--- src/rtl/serializador_2d_if.sv ---
// Load/transmit bundle for serializador_2d: frame loading, start/mode control
// and the valid/ready serial output stream.
interface serializador_2d_if #(
  parameter int tamanyo = 32,
  parameter int size    = 8
);
  logic                       wr_en;
  logic [size-1:0]            wr_data;
  logic                       start;
  logic                       modo;
  logic [$clog2(tamanyo)-1:0] seleccion;
  logic                       lleno;
  logic                       ocupado;
  logic                       valido;
  logic                       listo;
  logic [size-1:0]            dato_serie;
  logic                       fin;

  modport master (
    output wr_en, wr_data, start, modo, seleccion, listo,
    input  lleno, ocupado, valido, dato_serie, fin
  );

  modport slave (
    input  wr_en, wr_data, start, modo, seleccion, listo,
    output lleno, ocupado, valido, dato_serie, fin
  );
endinterface

--- src/rtl/serializador_2d.sv ---
// Frame buffer that loads tamanyo words, then streams the whole frame or a
// selectable prefix out over a valid/ready handshake.
module serializador_2d #(
  parameter int tamanyo = 32,
  parameter int size    = 8
) (
  input logic               clock,
  input logic               reset,
  input logic               clear,
  serializador_2d_if.slave  bus
);
  localparam int AW = (tamanyo > 1) ? $clog2(tamanyo) : 1;
  localparam int CW = $clog2(tamanyo + 1);
  localparam int SW = $clog2(tamanyo);

  typedef enum logic [1:0] {CARGA, LLENO, ENVIO} state_t;

  state_t          state;
  logic [size-1:0] mem [tamanyo];
  logic [CW-1:0]   wr_cnt;
  logic [CW-1:0]   rd_ptr;
  logic [CW-1:0]   len;
  logic [CW-1:0]   rd_nxt;
  logic            lleno_q;
  logic            ocupado_q;
  logic            valido_q;
  logic            fin_q;
  logic [size-1:0] dato_q;

  // seleccion+1 is formed one bit wider so it cannot wrap before saturation.
  function automatic logic [CW-1:0] sat_len(input logic m, input logic [SW-1:0] sel);
    logic [SW:0] p1;
    p1 = {1'b0, sel} + (SW+1)'(1);
    if (!m || p1 > (SW+1)'(tamanyo)) return CW'(tamanyo);
    return CW'(p1);
  endfunction

  assign rd_nxt = rd_ptr + CW'(1);

  // Buffer is data only: no reset, written solely while loading and not flushed.
  always_ff @(posedge clock) begin
    if (state == CARGA && clear && bus.wr_en)
      mem[wr_cnt[AW-1:0]] <= bus.wr_data;
  end

  always_ff @(posedge clock or negedge reset) begin
    if (!reset) begin
      state     <= CARGA;
      wr_cnt    <= '0;
      rd_ptr    <= '0;
      len       <= '0;
      lleno_q   <= 1'b0;
      ocupado_q <= 1'b0;
      valido_q  <= 1'b0;
      fin_q     <= 1'b0;
      dato_q    <= '0;
    end else begin
      fin_q <= 1'b0;
      if (!clear) begin
        state     <= CARGA;
        wr_cnt    <= '0;
        rd_ptr    <= '0;
        lleno_q   <= 1'b0;
        ocupado_q <= 1'b0;
        valido_q  <= 1'b0;
        dato_q    <= '0;
      end else begin
        case (state)
          CARGA: begin
            if (bus.wr_en) begin
              wr_cnt <= wr_cnt + CW'(1);
              if (wr_cnt == CW'(tamanyo - 1)) begin
                state   <= LLENO;
                lleno_q <= 1'b1;
              end
            end
          end
          LLENO: begin
            if (bus.start) begin
              len       <= sat_len(bus.modo, bus.seleccion);
              rd_ptr    <= '0;
              state     <= ENVIO;
              lleno_q   <= 1'b0;
              ocupado_q <= 1'b1;
              valido_q  <= 1'b1;
              dato_q    <= mem[0];
            end
          end
          ENVIO: begin
            // Output word is preloaded from the next pointer so it is registered.
            if (bus.listo) begin
              if (rd_ptr == len - CW'(1)) begin
                state     <= CARGA;
                wr_cnt    <= '0;
                rd_ptr    <= '0;
                ocupado_q <= 1'b0;
                valido_q  <= 1'b0;
                dato_q    <= '0;
                fin_q     <= 1'b1;
              end else begin
                rd_ptr <= rd_nxt;
                dato_q <= mem[rd_nxt[AW-1:0]];
              end
            end
          end
          default: state <= CARGA;
        endcase
      end
    end
  end

  assign bus.lleno      = lleno_q;
  assign bus.ocupado    = ocupado_q;
  assign bus.valido     = valido_q;
  assign bus.fin        = fin_q;
  assign bus.dato_serie = dato_q;
endmodule

--- src/flat_wrapper.sv ---
// flat-port wrapper written by rule: the top's interface ports become plain ports
module serializador_2d_flat 
#(
  parameter int tamanyo = 32,
  parameter int size    = 8
)
  (clock, reset, clear, bus_wr_en, bus_wr_data, bus_start, bus_modo, bus_seleccion, bus_listo, bus_lleno, bus_ocupado, bus_valido, bus_dato_serie, bus_fin);
  serializador_2d_if #(.tamanyo(tamanyo), .size(size)) bus_i ();
  input logic clock;
  input logic reset;
  input logic clear;
  input wire logic [$bits(bus_i.wr_en)-1:0] bus_wr_en;
  input wire logic [$bits(bus_i.wr_data)-1:0] bus_wr_data;
  input wire logic [$bits(bus_i.start)-1:0] bus_start;
  input wire logic [$bits(bus_i.modo)-1:0] bus_modo;
  input wire logic [$bits(bus_i.seleccion)-1:0] bus_seleccion;
  input wire logic [$bits(bus_i.listo)-1:0] bus_listo;
  output wire logic [$bits(bus_i.lleno)-1:0] bus_lleno;
  output wire logic [$bits(bus_i.ocupado)-1:0] bus_ocupado;
  output wire logic [$bits(bus_i.valido)-1:0] bus_valido;
  output wire logic [$bits(bus_i.dato_serie)-1:0] bus_dato_serie;
  output wire logic [$bits(bus_i.fin)-1:0] bus_fin;
  assign bus_i.wr_en = bus_wr_en;
  assign bus_i.wr_data = bus_wr_data;
  assign bus_i.start = bus_start;
  assign bus_i.modo = bus_modo;
  assign bus_i.seleccion = bus_seleccion;
  assign bus_i.listo = bus_listo;
  assign bus_lleno = bus_i.lleno;
  assign bus_ocupado = bus_i.ocupado;
  assign bus_valido = bus_i.valido;
  assign bus_dato_serie = bus_i.dato_serie;
  assign bus_fin = bus_i.fin;
  serializador_2d #(.tamanyo(tamanyo), .size(size)) u_core (.clock(clock), .reset(reset), .clear(clear), .bus(bus_i));
endmodule
--- config.mk ---
export PLATFORM = sky130hd
export DESIGN_NAME = serializador_2d_flat
export DESIGN_NICKNAME = d
export VERILOG_FILES = /design/src/rtl/serializador_2d_if.sv /design/src/rtl/serializador_2d.sv /design/src/flat_wrapper.sv
export SDC_FILE = /design/constraint.sdc
export NUM_CORES = 1
export LEC_CHECK = 0
export ABC_AREA = 0
export CAP_MARGIN = 20
export CORE_AREA = 4 4 167 129
export DETAILED_ROUTE_END_ITERATION = 12
export DIE_AREA = 0 0 171 133
export GPL_TIMING_DRIVEN = 0
export PLACE_DENSITY = 0.78
export SLEW_MARGIN = 20
export SYNTH_ARGS = -nofsm -noshare
export SYNTH_HDL_FRONTEND = slang
export SYNTH_SLANG_ARGS = --single-unit
--- constraint.sdc ---
create_clock -name clock -period 3.55 [get_ports clock]
set_input_delay 0.71 -clock clock [delete_from_list [all_inputs] [get_ports clock]]
set_output_delay 0.71 -clock clock [all_outputs]
set_load 0.01 [all_outputs]
==> results.sh <==
export IMPL_synth_distinct_cells=50
export IMPL_maxSlewHeadroom=0.0477
export IMPL_period_share=0.954
export IMPL_clockRootBuffer="clkbuf_16"
export IMPL_worstPathRequired_ns=3.97
export IMPL_fmax_mhz=295
export IMPL_seqPwrFrac=0.558
export IMPL_clock_skew_ns=0.0205
export IMPL_antenna_found_initial=1
export IMPL_clkTransAtPathRegs_ns=0.07
export IMPL_synth_cells=800
export IMPL_finalHoldViolations=0
export IMPL_worstSkewPairLatency_ns=0.55
export IMPL_final_cells=1139
export IMPL_syn_nets=827
export IMPL_combinationalPowerShare=0.023
export IMPL_maxSlewViolCount=0
export IMPL_drive_gt1_frac=0.124
export IMPL_synth_largest_area_cell="edfxtp_1"
export IMPL_first_pass_iters=5
export IMPL_avgViaCountPerCell=6.40
export IMPL_ys_seq_area_frac=0.710
export IMPL_hpwl_um=18200
export IMPL_worst_ir_drop_vdd_v=0.000488
export IMPL_start_util=0.598
export IMPL_async_flop_share=0.108
export IMPL_grt_max_degree=33
export IMPL_drt_wirelength_per_cell_um=24.1
export IMPL_worstPathCellList="ha_1 > buf_2 > xor2_4 > buf_4 > buf_4 > buf_6 > mux2i_1 > a32oi_1 > a31oi_1 > nor4_1 > a221o_1"
export IMPL_die_h_um=133
export IMPL_synth_seq_cells=287
export IMPL_syn_cell_area_sq_um=11900
export IMPL_htreeDepth=1
export IMPL_cpPeakStageDelay_ns=0.51
export IMPL_synth_edf_count=256
export IMPL_p_sw_mw=1.35
export IMPL_synthFlopType="edfxtp_1"
export IMPL_reg2reg_depth=11
export IMPL_n_antenna_cell=0
export IMPL_yosysWarnings=0
export IMPL_p_int_mw=5.30
export IMPL_io_buffer_count=30
export IMPL_cpMaxStageDelayCell="dfrtp_1"
export IMPL_period_needed_ns=3.39
export IMPL_power_mw=6.64
export IMPL_row_count=45
export IMPL_die_x_um=171
export IMPL_num_vias=7286
export IMPL_critPathMaxFanout=10
export IMPL_hold_path_class="input port to asynchronous set/reset pin"
export IMPL_tritoncts="done"
export IMPL_antenna_left=0
export IMPL_finalInstanceArea_sq_um=13400
export IMPL_drtIter0Drc=1121
export IMPL_grt_pass1_wl_um=41800
export IMPL_placement_cell_area_sq_um=12500
export IMPL_cpMostUsedCell="buf_4"
export IMPL_power_share_switching=0.203
export IMPL_nets=887
export IMPL_r2r_end="u_core.bus.dato_serie[3]$_DFFE_PN0P_"
export IMPL_dp_cells=1089
export IMPL_leakage_nw=4.40
export IMPL_cts_buffers=27
export IMPL_setup_worst_path_start_class="flop"
export IMPL_path_buf_inv=4
export IMPL_endpoint_kind="flop"
export IMPL_fin_util=0.673
export IMPL_setup_viol=0
export IMPL_worst_ep_arrival_time_ns=3.81
export IMPL_worst_pin_slew_ns=1.43
export IMPL_numClockSinks=287
export IMPL_pre_cts_ws_ns=-0.153
export IMPL_p_clk_frac=0.419
export IMPL_drc_errors=0
export IMPL_synthToLayoutAreaGrowth_pct=12.6
export IMPL_ios=32
export IMPL_grt_pass1_vias=6949
export IMPL_r2r_start="u_core.rd_ptr[0]$_DFFE_PN0P_"
export IMPL_rsz0062_at_grt="no"
export IMPL_setup_worst_path_class="flop to flop"
export IMPL_p_per_area_nw_per_um2=495
export IMPL_routed_wirelength_um=27500
export IMPL_status="finished clean"
export IMPL_fin_ws_ns=0.162
export IMPL_maxCapViolations=0
export IMPL_clock_path_buffers=3
export IMPL_synth_top_area_share=0.645
export IMPL_r2r_slack_ns=0.16
export IMPL_grt_overflow=0
export IMPL_avgSynthCellArea_sq_um=14.9
export IMPL_critPathTopFamily="buffers and inverters"
export IMPL_dieArea_sq_um=22700
export IMPL_coreArea_sq_um=19900
export IMPL_setup_tns_ns=0
export IMPL_gr_usage_all_layers=0.244
export IMPL_fin_hold_ws_ns=0.492
export IMPL_place_congestion=0.875
export IMPL_synth_area_leaders="edfxtp_1 (65%), dfrtp_1 (6.5%), mux4_2 (6.0%)"
-- layout make-up --
class / count / area [sq um]
inverters: 7 / 26.3
flip-flops and latches: 287 / 8460
well taps: 258 / 323
clock buffers: 38 / 747
clock inverters: 12 / 109
repair buffers: 32 / 285
fillers: 1363 / 6510
multi-input cells: 460 / 3250
plain buffers: 45 / 211
-- cells by family (layout without fill, tap and decap cells) --
family,after synthesis,after routing,share of synthesized area
adder cells (fa/ha/maj),7,7,0.00735
multiplexers,52,52,0.0775
XOR/XNOR,11,11,0.00809
AND/OR/NAND/NOR,295,295,0.115
buffers and inverters,53,134,0.0203
AO/OA/AOI/OAI,95,95,0.0610
flip-flops,287,287,0.710
-- worst max-delay path by stage --
stage                                      start                                    to  slack, ns  depth (start not counted)
finish              u_core.rd_ptr[0]$_DFFE_PN0P_  u_core.bus.dato_serie[3]$_DFFE_PN0P_       0.16                         11
global route        u_core.rd_ptr[0]$_DFFE_PN0P_  u_core.bus.dato_serie[0]$_DFFE_PN0P_     0.0008                         11
detailed placement  u_core.rd_ptr[0]$_DFFE_PN0P_  u_core.bus.dato_serie[3]$_DFFE_PN0P_      -0.15                          9
global placement    u_core.rd_ptr[0]$_DFFE_PN0P_  u_core.bus.dato_serie[1]$_DFFE_PN0P_      -0.06                          9
CTS                 u_core.rd_ptr[0]$_DFFE_PN0P_  u_core.bus.dato_serie[1]$_DFFE_PN0P_       0.04                          9
floorplan           u_core.rd_ptr[1]$_DFFE_PN0P_  u_core.bus.dato_serie[0]$_DFFE_PN0P_       0.82                         10
-- state kept, by name, summed over array words and instances (netlist names) --
signal / cells
u_core.len: 6
u_core.rd_ptr: 6
u_core.bus.lleno: 1
u_core.state: 2
u_core.wr_cnt: 6
u_core.bus.fin: 1
u_core.bus.dato_serie: 8
u_core.mem: 256
u_core.bus.ocupado: 1
-- layer usage --
metal / vias to the layer above / GRT usage / wire, um
li1: 3197 / - / -
met3: 51 / 0.0582 / 3040
met1: 3642 / 0.385 / 11500
met2: 396 / 0.353 / 12300
met5: - / 0 / 0
met4: 0 / 0.0493 / 619
-- synth_stat cells, types with 14 or more instances --
cell type  instances
a211oi_1          14
edfxtp_1         256
nand3_1           43
mux4_2            32
mux2i_1           18
a31oi_1           18
nor2b_1           23
nor2_1            47
nand2_1          126
a32oi_1           18
clkbuf_1          30
dfrtp_1           31
-- what timing repair did --
| action | in CTS | in global routing |
|---|---|---|
| gates cloned | 0 | 0 |
| setup buffers | 0 | 0 |
| pin swaps | 0 | 0 |
| setup endpoints to repair | 4 | 8 |
| hold endpoints to repair | 2 | 0 |
| hold buffers | 1 | 0 |
| gates resized for setup | 1 | 6 |
-- layout by cell type (no fill, tap or decap), drive strengths merged, types with 2 or more instances in the layout --
cell type,n
a22o,3
and2,4
nand2,126
nor2,48
nand3b,5
clkinvlp,2
mux2i,18
a211oi,14
nand3,43
dfrtp,31
nand2b,5
mux2,2
a31oi,18
nand4b,2
xnor2,8
a21oi,4
or3,3
buf,26
nand4,6
o31ai,6
mux4,32
a22oi,3
nor3,4
and3,13
clkinv,8
a32oi,18
ha,7
a221o,8
o21ai,12
nor4,8
inv,8
clkbuf,67
nor2b,23
clkdlybuf4s50,21
xor2,3
a21boi,2
edfxtp,256
-- power by group through the flow --
stage / clock network, mW / registers [mW] / logic (mW)
finish: 2.78 / 3.71 / 0.155
global route: 2.94 / 3.71 / 0.169
CTS: 2.79 / 3.71 / 0.157
detailed placement: 0 / 3.78 / 0.156
global placement: 0 / 3.78 / 0.152
floorplan: 0 / 3.78 / 0.0467
No activity file was read; power rests on OpenSTA's default activity.
